`src/rtl/atf_cfg_pkg.sv`:
```
// Shared definitions for the macrocell configuration loader:
// word geometry, field positions, FSM encoding and the parity rule.
package atf_cfg_pkg;

    localparam int CW = 15;
    localparam int FW = CW + 1;

    localparam int XOR_A_MUX_BIT    = 0;
    localparam int XOR_B_MUX_BIT    = 1;
    localparam int XOR_INV_MUX_BIT  = 2;
    localparam int O_MUX_BIT        = 3;
    localparam int D_MUX_BIT        = 4;
    localparam int PT4_MUX_BIT      = 5;
    localparam int PT4_FUNC_MUX_BIT = 6;
    localparam int PT5_FUNC_MUX_BIT = 7;
    localparam int STORAGE_MUX_BIT  = 8;
    localparam int OE_MUX_LSB       = 9;
    localparam int OE_MUX_W         = 3;
    localparam int GCLK_MUX_LSB     = 12;
    localparam int GCLK_MUX_W       = 2;
    localparam int GCLR_MUX_BIT     = 14;

    typedef enum logic [2:0] {
        ST_IDLE,
        ST_CMD,
        ST_ADDR,
        ST_WDATA,
        ST_RDATA
    } state_t;

    // Parity bit that makes the 16-bit transmitted word carry an odd number of ones.
    function automatic logic odd_parity(input logic [CW-1:0] word);
        return ~^word;
    endfunction

endpackage

```
`src/rtl/cfg_shifter.sv`:
```
// 16-bit LSB-first shift register: captures write frames and
// serialises read responses (bit 0 is always the next bit out).
module cfg_shifter
    import atf_cfg_pkg::*;
(
    input  logic          clk,
    input  logic          clrn,
    input  logic          load,
    input  logic          shift,
    input  logic          sin,
    input  logic [FW-1:0] load_val,
    output logic [FW-1:0] q,
    output logic          sout
);

    always_ff @(posedge clk or negedge clrn) begin
        if (!clrn) begin
            q <= '0;
        end else if (load) begin
            q <= load_val;
        end else if (shift) begin
            q <= {sin, q[FW-1:1]};
        end
    end

    assign sout = q[0];

endmodule

```
`src/rtl/mc_cfg_loader.sv`:
```
// Serial loader/readback for per-macrocell configuration words.
// Frames are LSB first: start, cmd, 4 address bits, then 16 data bits.
module mc_cfg_loader
    import atf_cfg_pkg::*;
#(
    parameter int NMC = 16
) (
    input  logic              clk,
    input  logic              clrn,
    input  logic              sen,
    input  logic              sdi,
    input  logic              abort,
    output logic              sdo,
    output logic [NMC*CW-1:0] cfg,
    output logic [NMC-1:0]    cfg_valid,
    output logic              busy,
    output logic              done,
    output logic              err
);

    state_t        state;
    state_t        state_next;
    logic [3:0]    cnt;
    logic [3:0]    addr;
    logic [3:0]    addr_full;
    logic          is_read;
    logic          addr_ok;
    logic [CW-1:0] rd_word;
    logic [FW-1:0] sh_q;
    logic          sh_out;
    logic          sh_load;
    logic          sh_shift;
    logic          wr_en;
    logic          done_next;
    logic          err_next;

    assign addr_full = {sdi, addr[3:1]};
    assign addr_ok   = ({1'b0, addr} < 5'(NMC));
    assign busy      = (state != ST_IDLE);
    assign sdo       = (state == ST_RDATA) & sh_out;

    // Out-of-range addresses match no entry, so they read back as all zeros.
    always_comb begin
        rd_word = '0;
        for (int i = 0; i < NMC; i++) begin
            if (addr_full == 4'(i)) begin
                rd_word = cfg[i*CW +: CW];
            end
        end
    end

    always_comb begin
        state_next = state;
        sh_load    = 1'b0;
        sh_shift   = 1'b0;
        wr_en      = 1'b0;
        done_next  = 1'b0;
        err_next   = 1'b0;
        if (abort) begin
            state_next = ST_IDLE;
        end else if (sen) begin
            case (state)
                ST_IDLE: begin
                    if (sdi) state_next = ST_CMD;
                end
                ST_CMD: state_next = ST_ADDR;
                ST_ADDR: begin
                    if (cnt == 4'd3) begin
                        state_next = is_read ? ST_RDATA : ST_WDATA;
                        sh_load    = is_read;
                    end
                end
                ST_WDATA: begin
                    sh_shift = 1'b1;
                    if (cnt == 4'd15) begin
                        state_next = ST_IDLE;
                        if (addr_ok && (odd_parity(sh_q[FW-1:1]) == sdi)) begin
                            wr_en     = 1'b1;
                            done_next = 1'b1;
                        end else begin
                            err_next = 1'b1;
                        end
                    end
                end
                ST_RDATA: begin
                    sh_shift = 1'b1;
                    if (cnt == 4'd15) begin
                        state_next = ST_IDLE;
                        done_next  = addr_ok;
                        err_next   = !addr_ok;
                    end
                end
                default: state_next = ST_IDLE;
            endcase
        end
    end

    // The bit counter restarts whenever the FSM changes phase.
    always_ff @(posedge clk or negedge clrn) begin
        if (!clrn) begin
            state   <= ST_IDLE;
            cnt     <= '0;
            addr    <= '0;
            is_read <= 1'b0;
            done    <= 1'b0;
            err     <= 1'b0;
        end else begin
            state <= state_next;
            done  <= done_next;
            err   <= err_next;
            if (abort) begin
                cnt <= '0;
            end else if (sen) begin
                cnt <= (state_next == state && state != ST_IDLE) ? cnt + 4'd1 : 4'd0;
                if (state == ST_CMD)  is_read <= sdi;
                if (state == ST_ADDR) addr    <= addr_full;
            end
        end
    end

    always_ff @(posedge clk or negedge clrn) begin
        if (!clrn) begin
            cfg       <= '0;
            cfg_valid <= '0;
        end else if (wr_en) begin
            for (int i = 0; i < NMC; i++) begin
                if (addr == 4'(i)) begin
                    cfg[i*CW +: CW] <= sh_q[FW-1:1];
                    cfg_valid[i]    <= 1'b1;
                end
            end
        end
    end

    cfg_shifter u_shifter (
        .clk      (clk),
        .clrn     (clrn),
        .load     (sh_load),
        .shift    (sh_shift),
        .sin      ((state == ST_WDATA) ? sdi : 1'b0),
        .load_val ({odd_parity(rd_word), rd_word}),
        .q        (sh_q),
        .sout     (sh_out)
    );

endmodule

```
`config.mk`:
```
export PLATFORM = sky130hd
export DESIGN_NAME = mc_cfg_loader
export DESIGN_NICKNAME = d
export VERILOG_FILES = /design/src/rtl/atf_cfg_pkg.sv /design/src/rtl/cfg_shifter.sv /design/src/rtl/mc_cfg_loader.sv
export SDC_FILE = /design/constraint.sdc
export NUM_CORES = 1
export LEC_CHECK = 0
export BUFFER_PORTS_ARGS = -buffer_cell sky130_fd_sc_hd__buf_2
export CORE_MARGIN = 1
export CORE_UTILIZATION = 60
export CTS_CLUSTER_SIZE = 12
export DETAILED_ROUTE_END_ITERATION = 16
export GPL_TIMING_DRIVEN = 0
export PLACE_DENSITY_LB_ADDON = 0.25
export SETUP_SLACK_MARGIN = 0.15
export SLEW_MARGIN = 20
export SYNTH_ARGS = -nofsm -noshare
export SYNTH_HDL_FRONTEND = slang
export SYNTH_SLANG_ARGS = --single-unit
```
`constraint.sdc`:
```
create_clock -name clk -period 7.9 [get_ports clk]
set_input_delay 2.37 -clock clk [delete_from_list [all_inputs] [get_ports clk]]
set_output_delay 2.37 -clock clk [all_outputs]
set_load 0.005 [all_outputs]
```
==> flow_metrics.py, run 1 <==
metrics = {
    "die": {
        "start_util_pct": 61.1,
        "die_h_um": 154,
        "coreArea_mm2": 0.0226,
        "die_w_um": 154,
        "ios": 265,
        "rows": 55,
        "die_area_mm2": 0.0237,
    },
    "min_path": {
        "hold_path.class": "flop to flop",
    },
    "drt": {
        "drc_errors": 0,
        "first_pass_iters": 5,
        "wl_met2_um": 22500,
        "vias": 11500,
        "highest_layer": "met4",
        "routed_via_density": 6.64,
        "wl_met3_um": 5850,
        "wl_met1_um": 20400,
        "wire_per_inst_um": 29.5,
        "wirelength_um": 51400,
        "antenna_left": 0,
        "drtIter0Drc": 1299,
    },
    "final_layout": {
        "fin_cells": 1739,
        "nNetsFinal": 1445,
        "fill_cells": 1637,
        "final_util_pct": 72.9,
        "synthToLayoutAreaGrowth_pct": 19.3,
        "final_layout_size_suffix_gt1_share_pct": 43.1,
        "final_cell_area_mm2": 0.0165,
        "antenna_cells": 0,
    },
    "synthesis": {
        "synth_edf_count": 0,
        "yosysSeqAreaShare_pct": 51.7,
        "avgSynthCellArea_um2": 12.1,
        "async_reset_ff_share_pct": 100,
        "ys_ff_latch": 286,
        "ys_types": 73,
        "yosys_most_used_dff": "dfrtp_1",
        "netlist_instances": 1140,
        "synthesis.area_mm2": 0.0138,
        "ys_warn_count": 0,
        "synthesis.nets": 1146,
    },
    "setup_path": {
        "slowest_stage": "buf_1",
        "r2r_end": "cfg[100]",
        "crit_required_ns": 8.37,
        "r2r_cells": 11,
        "cp_top_family": "buffers and inverters",
        "critPathCaptureType": "flop",
        "worst-path-buf-inv": 6,
        "start_kind": "input pin",
        "crit_arrival_ns": 5.80,
        "crit_chain": "buf_2, buf_2, buf_4, buf_2, buf_2, buf_1, o22ai_1, o32ai_1, o211ai_1, xnor2_1, xnor3_1, o22ai_1",
        "crit_type": "input pin to flop",
        "r2r_start": "addr[1]",
        "worstSetupEndpoint": "u_shifter.q[15]",
        "cpPeakStageDelay_ns": 0.62,
        "crit_cells": 12,
        "cp_common_cell": "buf_2",
        "r2r_slack_ns": 3.77,
        "crit_path_start": "sdi",
        "cp_max_fo": 10,
    },
    "sta": {
        "clock_skew_ns": 0.0289,
        "setup_tns_ns": 0,
        "fmax_ghz": 0.188,
        "tightestPinTransition_ns": 1.08,
        "finalCritPeriodShare_pct": 67.5,
        "timing.final.max_slew_violations": 0,
        "slew_headroom_pct": 28.1,
        "min_period_ns": 5.33,
        "rsz0062_at_grt": "false",
        "hold_viol": 0,
        "setup_violations": 0,
    },
    "status": {
        "status": "complete, no violations",
    },
    "grt": {
        "grt_pass1_wl_um": 74800,
        "grt_max_degree": 102,
        "overflow": 0,
        "grt_pass1_vias": 11300,
        "grt_usage_pct": 43.8,
        "antenna_found_initial": 0,
    },
    "power": {
        "leakage_nw": 8.63,
        "irDropWorstVdd_mv": 0.197,
        "power_mw": 3.33,
        "p_per_area_mw_per_mm2": 202,
    },
    "place": {
        "gp_congestion": 0.992,
        "placed_area_mm2": 0.0156,
        "port_buffers": 264,
        "dp_hpwl_um": 36700,
        "dp.cells": 1692,
    },
    "cts": {
        "cts_hold_buf": 0,
        "postCtsResizedCells": 0,
        "cts_setup_buffers": 0,
        "cts_buffers": 30,
        "htreeDepth": 1,
        "root_buffer": "clkbuf_16",
        "cts.path.max_buffers": 3,
        "cts_tree": "done",
        "clk_latency_ns": 0.58,
        "clock_sinks": 286,
        "clkTransAtPathRegs_ns": 0.06,
    },
    "run": {
        "cap_violations": 0,
    },
}
-- metal layers --
layer  global-route usage [%]  vias up
met1                     60.7     5822
met5                        0        -
met3                     12.5      176
li1                         -     4709
met2                     64.6      833
met4                     19.1        0
-- kinds of logic (layout without fill, tap and decap cells) --
| family | count (synthesis) | after routing | share of synthesized area, % |
|---|---|---|---|
| multiplexers | 283 | 283 | 23.4 |
| adder cells (fa/ha/maj) | 1 | 1 | 0.0904 |
| AO/OA/AOI/OAI | 216 | 216 | 10.5 |
| flip-flops | 286 | 286 | 51.7 |
| buffers and inverters | 111 | 425 | 4.31 |
| XOR/XNOR | 26 | 26 | 2.04 |
| AND/OR/NAND/NOR | 217 | 217 | 7.90 |
-- how the worst min path moves through the flow --
stage	to	start	slack [ns]	cells after the start
3_5_place_dp	cfg_valid[12]	cfg_valid[12]	0.45	1
5_1_grt	cfg_valid[5]	cfg_valid[5]	0.48	1
3_3_place_gp	cfg_valid[2]	cfg_valid[2]	0.45	1
4_1_cts	cfg_valid[12]	cfg_valid[12]	0.47	1
2_1_floorplan	cfg_valid[0]	cfg_valid[0]	0.46	1
6_report	cfg_valid[12]	cfg_valid[12]	0.46	1
-- flip-flops by register name (all words and copies together), names as in the netlist --
signal,flops
cfg_valid,16
state,3
is_read,1
done,1
cfg,240
addr,4
u_shifter.q,16
err,1
cnt,4
-- stage by stage --
stage | hold WS, ns | worst slack, ns
4_1_cts | 0.465 | 2.72
6_report | 0.464 | 2.57
5_1_grt | 0.481 | 2.51
2_1_floorplan | 0.459 | 3.18
3_3_place_gp | 0.447 | -0.777
3_5_place_dp | 0.449 | 2.18
-- synth_stat cells, types with 4 or more instances --
library cell  instances  share of area [%]
nor2_1               40                1.1
nand3b_1              5               0.27
a21oi_1              48                1.7
a211oi_1              7               0.38
a31oi_1               9               0.41
o211ai_1              5               0.27
xor2_1                4               0.25
o21ai_1               4               0.14
mux2_1               22                1.8
nor3_1               10               0.36
nor3b_1               5               0.27
or2_2                13               0.59
a221oi_1              8               0.51
inv_1                14               0.38
buf_6                14                1.1
buf_4                 8               0.43
nand2_1              72                2.0
and3_1                4               0.18
a221o_1               6               0.43
nor2_2                9               0.41
mux2_2              215                 18
o22ai_1               7               0.32
buf_2                35                1.3
xnor2_1              18                1.1
o221ai_1             13               0.82
mux4_2                8                1.3
nor2b_1              16               0.72
o21ai_0              45                1.6
nand3_1              11               0.40
nand2b_1             16               0.72
a22oi_1              22                1.2
xnor3_1               4               0.65
clkbuf_1             35               0.95
mux2i_1              36                2.6
dfrtp_1             286                 52
a21o_1                7               0.38
-- cells in the final DEF (no fill, tap or decap), drive strengths merged, types with 3 or more instances in the layout --
master	netlist	routed
o31ai	3	3
and3	4	4
xnor3	4	4
nor3	12	12
o22ai	7	7
a21o	7	7
mux2	239	239
o32ai	3	3
or2	13	13
xnor2	18	18
mux4	8	8
buf	60	327
a22oi	22	22
dfrtp	286	286
nand2b	16	16
o221ai	13	13
nor2b	16	16
o21ai	49	49
a21oi	49	49
nand2	73	73
clkbuf	35	74
clkinv	0	5
a31oi	10	10
o2bb2ai	3	3
a221o	6	6
o21a	3	3
o211ai	5	5
a32oi	3	3
nand3b	6	6
nand3	11	11
a221oi	9	9
a211oi	7	7
nor3b	6	6
nor2	49	49
mux2i	36	36
inv	16	16
xor2	4	4
-- report_power, final --
group / internal [mW] / total (mW) / switching (mW)
sequential: 1.47 / 1.48 / 0.00922
clock: 0.749 / 1.34 / 0.586
combinational: 0.166 / 0.514 / 0.348
total: 2.39 / 3.33 / 0.943
-- cell type report --
cell class                 count  area [µm²]  area share, %
tap                          285         357           2.16
timing repair buffer         267        1410           8.57
clock buffer                  39         815           4.94
clock inverter                 8        81.3          0.493
inverter                      16        60.1          0.364
multi-input combinational    743        6080           36.9
sequential                   286        7160           43.4
buffer                        95         536           3.25
(Power assumes the default switching activity.)
==> run 2: changes to the inputs <==
CORE_UTILIZATION = 56   (was 60)
clock period = 5 ns   (was 7.9 ns; I/O delays follow)
==> run 2 against run 1 <==
Net effect:
- utilization down 4.2 points
- combinational power increased by 58%
- clock skew down 0.0029 ns
- power increased by 63%
- wire length increased by 1.7%
- die area up 7.0%
- final cell count is 2.7% higher
- via count down 0.75%
- register-to-register slack got worse by 3.0 ns
- sequential share of layout area shrank 0.40 points
- setup slack worse by 2.0 ns
- critical path type unchanged
- largest power group unchanged
- highest routed layer unchanged
==> flow_metrics.py, run 2 (synthesized netlist as in run 1, its figures left out) <==
metrics = {
    "die": {
        "ios": 265,
        "die_area_mm2": 0.0253,
        "rows": 57,
        "coreArea_mm2": 0.0242,
        "die_h_um": 159,
        "die_w_um": 159,
        "start_util_pct": 57.1,
    },
    "cts": {
        "cts_tree": "done",
        "postCtsResizedCells": 0,
        "cts_buffers": 31,
        "clkTransAtPathRegs_ns": 0.06,
        "clock_sinks": 286,
        "cts.path.max_buffers": 3,
        "cts_setup_buffers": 0,
        "root_buffer": "clkbuf_16",
        "htreeDepth": 1,
        "cts_hold_buf": 0,
        "clk_latency_ns": 0.59,
    },
    "sta": {
        "fmax_ghz": 0.224,
        "hold_viol": 0,
        "tightestPinTransition_ns": 0.999,
        "timing.final.max_slew_violations": 0,
        "slew_headroom_pct": 33.3,
        "rsz0062_at_grt": "false",
        "min_period_ns": 4.46,
        "finalCritPeriodShare_pct": 89.1,
        "setup_violations": 0,
        "clock_skew_ns": 0.0260,
        "setup_tns_ns": 0,
    },
    "grt": {
        "antenna_found_initial": 0,
        "overflow": 0,
        "grt_max_degree": 100,
        "grt_usage_pct": 41.2,
        "grt_pass1_vias": 11300,
        "grt_pass1_wl_um": 76700,
    },
    "setup_path": {
        "critPathCaptureType": "flop",
        "crit_type": "input pin to flop",
        "slowest_stage": "buf_1",
        "r2r_slack_ns": 0.78,
        "crit_required_ns": 5.49,
        "cp_max_fo": 10,
        "cpPeakStageDelay_ns": 0.60,
        "crit_chain": "buf_2, buf_2, buf_4, buf_2, buf_2, buf_1, o22ai_1, o32ai_1, o211ai_1, xnor2_1, xnor3_1, o22ai_1",
        "start_kind": "input pin",
        "cp_common_cell": "buf_2",
        "crit_arrival_ns": 4.94,
    },
    "final_layout": {
        "layout_common_cells": "buf_2 (298), dfrtp_1 (286), mux2_2 (215), nand2_1 (72), a21oi_1 (48)",
        "largest_reg_flops": 240,
        "final_util_pct": 68.7,
        "top_register": "cfg",
        "final_common_cell": "buf_2",
        "synthToLayoutAreaGrowth_pct": 20.4,
        "fin_cells": 1786,
        "nNetsFinal": 1446,
        "reg_top3": "cfg: 240 flops, cfg_valid: 16 flops, u_shifter.q: 16 flops",
        "final_layout_size_suffix_gt1_share_pct": 43.3,
        "final_cell_area_mm2": 0.0167,
    },
    "drt": {
        "drtIter0Drc": 1362,
        "wirelength_um": 52200,
        "first_pass_iters": 5,
        "antenna_left": 0,
        "routed_via_density": 6.41,
        "drc_errors": 0,
        "vias": 11500,
        "wire_per_inst_um": 29.2,
    },
    "place": {
        "placed_area_mm2": 0.0157,
        "dp.cells": 1731,
        "gp_congestion": 0.968,
        "port_buffers": 264,
        "dp_hpwl_um": 37100,
    },
    "power": {
        "irDropWorstVdd_mv": 0.272,
        "leakage_nw": 8.68,
        "power_mw": 5.43,
        "p_per_area_mw_per_mm2": 326,
    },
    "status": {
        "status": "complete, no violations",
    },
    "min_path": {
        "hold_path.class": "flop to flop",
    },
    "run": {
        "cap_violations": 0,
    },
}
run 2: cell types whose count changed in the layout (fill, tap and decap cells not counted):
| cell | delta |
|---|---|
| clkinv_4 | +1 |
| diode_2 | +1 |
| inv_16 | +1 |
| clkbuf_1 | +1 |
| clkbuf_16 | +1 |
| clkinv_8 | -1 |
| clkinvlp_4 | -1 |
| clkbuf_8 | +5 |
run 2: metal layers:
metal / share of wire, % / global-route usage (%) / wire [µm] / vias to the layer above
met2: 44 / 61.2 / 23000 / 801
li1: - / - / - / 4712
met3: 10 / 9.20 / 5390 / 154
met5: 0 / 0 / 0 / -
met4: 4.1 / 15.3 / 2160 / 0
met1: 42 / 59.5 / 21700 / 5786
run 2: report_power, final:
group / internal (mW) / switching, mW / total, mW
Combinational: 0.263 / 0.550 / 0.812
Clock: 1.31 / 0.971 / 2.28
Sequential: 2.33 / 0.0144 / 2.34
run 2: worst paths after layout:
| path | start | to | cells past startpoint |
|---|---|---|---|
| max | sdi | u_shifter.q[15] | 12 |
| min in group asynchronous | clrn | cfg[109] | 1 |
| min reg2reg | cfg_valid[9] | cfg_valid[9] | 1 |
| min | cfg_valid[9] | cfg_valid[9] | 1 |
| max in group asynchronous | clrn | cfg[141] | 2 |
| max reg2reg | addr[1] | cfg[132] | 11 |
run 2: critical path, delay by kind of cell:
| kind | cells | cell delay [ns] |
|---|---|---|
| XOR/XNOR | 2 | 0.64 |
| buffers and inverters | 6 | 1.80 |
| AO/OA/AOI/OAI | 4 | 0.99 |
run 2: area by class of cell:
type	instances	area, µm²
clock buffers	46	912
repair buffers	267	1410
diodes	1	2.50
plain buffers	95	536
flip-flops and latches	286	7160
fillers	1829	7590
multi-input cells	743	6080
clock inverters	8	86.3
inverters	16	60.1
well taps	324	405
run 2: per-stage QoR:
stage          hold slack, ns  worst slack [ns]
6_report                0.460             0.544
5_1_grt                 0.477             0.483
4_1_cts                 0.461             0.673
3_5_place_dp            0.446             0.122
3_3_place_gp            0.447             -2.88
2_1_floorplan           0.459              1.15
==> run 3: changes to the inputs <==
REMOVE_ABC_BUFFERS = 1   (was not set)
==> run 3 against run 2 <==
Net effect:
- power fell by 4.1%
- register-to-register slack worse by 0.14 ns
- final cell count down 5.3%
- via count shrank 6.3%
- combinational power fell by 23%
- die area stayed put
==> flow_metrics.py, run 3 (synthesized netlist as in run 1, its figures left out) <==
metrics = {
    "die": {
        "ios": 265,
        "die_w_um": 159,
        "start_util_pct": 57.1,
        "coreArea_mm2": 0.0242,
        "rows": 57,
        "die_h_um": 159,
        "die_area_mm2": 0.0253,
    },
    "cts": {
        "cts_buffers": 30,
        "cts_hold_buf": 0,
        "clk_latency_ns": 0.56,
        "root_buffer": "clkbuf_16",
        "clock_sinks": 286,
        "postCtsResizedCells": 0,
        "cts_setup_buffers": 0,
        "clkTransAtPathRegs_ns": 0.06,
        "htreeDepth": 1,
        "cts.path.max_buffers": 3,
        "cts_tree": "done",
    },
    "drt": {
        "drtIter0Drc": 959,
        "drc_errors": 0,
        "vias": 10700,
        "wirelength_um": 43600,
        "wire_per_inst_um": 25.8,
        "antenna_left": 0,
        "first_pass_iters": 5,
        "routed_via_density": 6.35,
    },
    "sta": {
        "timing.final.max_slew_violations": 0,
        "clock_skew_ns": 0.0105,
        "tightestPinTransition_ns": 1.16,
        "setup_violations": 0,
        "fmax_ghz": 0.222,
        "finalCritPeriodShare_pct": 90.0,
        "min_period_ns": 4.50,
        "rsz0062_at_grt": "false",
        "hold_viol": 0,
        "slew_headroom_pct": 22.3,
        "hold_slack_ns": 0.459,
    },
    "status": {
        "status": "complete, no violations",
    },
    "place": {
        "dp_hpwl_um": 27900,
        "gp_congestion": 0.913,
        "dp.cells": 1641,
        "port_buffers": 264,
    },
    "setup_path": {
        "cp_max_fo": 47,
        "start_kind": "input pin",
        "crit_type": "input pin to flop",
        "crit_required_ns": 5.43,
        "crit_arrival_ns": 4.93,
        "critPathCaptureType": "flop",
    },
    "run": {
        "cap_violations": 0,
    },
    "final_layout": {
        "final_layout_size_suffix_gt1_share_pct": 42.9,
        "fin_cells": 1691,
        "top_register": "cfg",
        "final_common_cell": "dfrtp_1",
        "layout_common_cells": "dfrtp_1 (283), buf_2 (262), mux2_2 (215), nand2_1 (69), a21oi_1 (48)",
        "antenna_cells": 0,
        "largest_reg_flops": 240,
        "synthToLayoutAreaGrowth_pct": 17.4,
        "nNetsFinal": 1355,
        "reg_top3": "cfg: 240 flops, cfg_valid: 16 flops, u_shifter.q: 16 flops",
    },
    "grt": {
        "overflow": 0,
        "antenna_found_initial": 0,
        "grt_pass1_vias": 10400,
        "grt_max_degree": 91,
        "grt_usage_pct": 34.3,
        "grt_pass1_wl_um": 65600,
    },
    "power": {
        "irDropWorstVdd_mv": 0.257,
        "p_per_area_mw_per_mm2": 320,
        "leakage_nw": 8.35,
    },
    "min_path": {
        "hold_path.class": "flop to flop",
    },
}
-- run 3: changes by cell type in the layout (fill, tap and decap cells not counted), moves of 8 or more --
cell and delta:
buf_2 -36, buf_4 -8, buf_6 -14, clkbuf_1 -35, nor2_2 -9, nor2_4 +9
-- run 3: worst paths after layout --
path,slack [ns],start,to,cells past startpoint
setup / recovery,0.50,sdi,u_shifter.q[15],10
hold / removal,0.46,cfg_valid[13],cfg_valid[13],1
setup reg to reg,0.64,addr[2],u_shifter.q[15],10
hold reg to reg,0.46,cfg_valid[13],cfg_valid[13],1
max in group asynchronous,2.58,clrn,cfg[218],4
min in group asynchronous,0.88,clrn,cfg[65],1
-- run 3: layout make-up --
| type | count | area, µm² |
|---|---|---|
| timing repair buffer | 272 | 1510 |
| clock buffer | 44 | 885 |
| tap | 324 | 405 |
| multi-input combinational | 743 | 6160 |
| clock inverter | 6 | 55.1 |
| inverter | 16 | 60.1 |
| fill | 1940 | 8000 |
| sequential | 286 | 7170 |
-- run 3: power breakdown --
part           leakage, nW  switching, mW  internal [mW]
registers             3.98         0.0871           2.33
clock network        0.467          0.905           1.26
logic                 3.90          0.407          0.221
-- run 3: layer usage --
layer | track usage, % | routed length [µm] | vias up
met4 | 13.6 | 1700 | 0
met3 | 6.49 | 3600 | 114
met5 | 0 | 0 | -
met2 | 53.1 | 20100 | 520
li1 | - | - | 4551
met1 | 48.0 | 18200 | 5552
-- run 3: stage by stage --
step                      utilization [%]  instance area (µm²)  total power, mW  TNS (ns)  setup slack (ns)
after floorplan                         -                13300             2.79         0             0.254
after global placement               62.0                15000             3.04  -1099.12             -2.99
after detailed placement             63.1                15300             3.07    -0.362            -0.328
after CTS                            67.0                16200             5.21         0             0.198
after global routing                 67.0                16200             5.35         0             0.385
final                                67.0                16200             5.21         0             0.502
-- run 3: critical path, cell delays in order --
cell	delay (ns)
clkbuf_4	0.55
nand3_1	0.65
o32ai_1	0.38
nor4_1	0.12
a31oi_2	0.26
xnor3_1	0.37
xnor3_1	0.36
xnor3_1	0.36
xnor3_1	0.26
o22ai_1	0.08
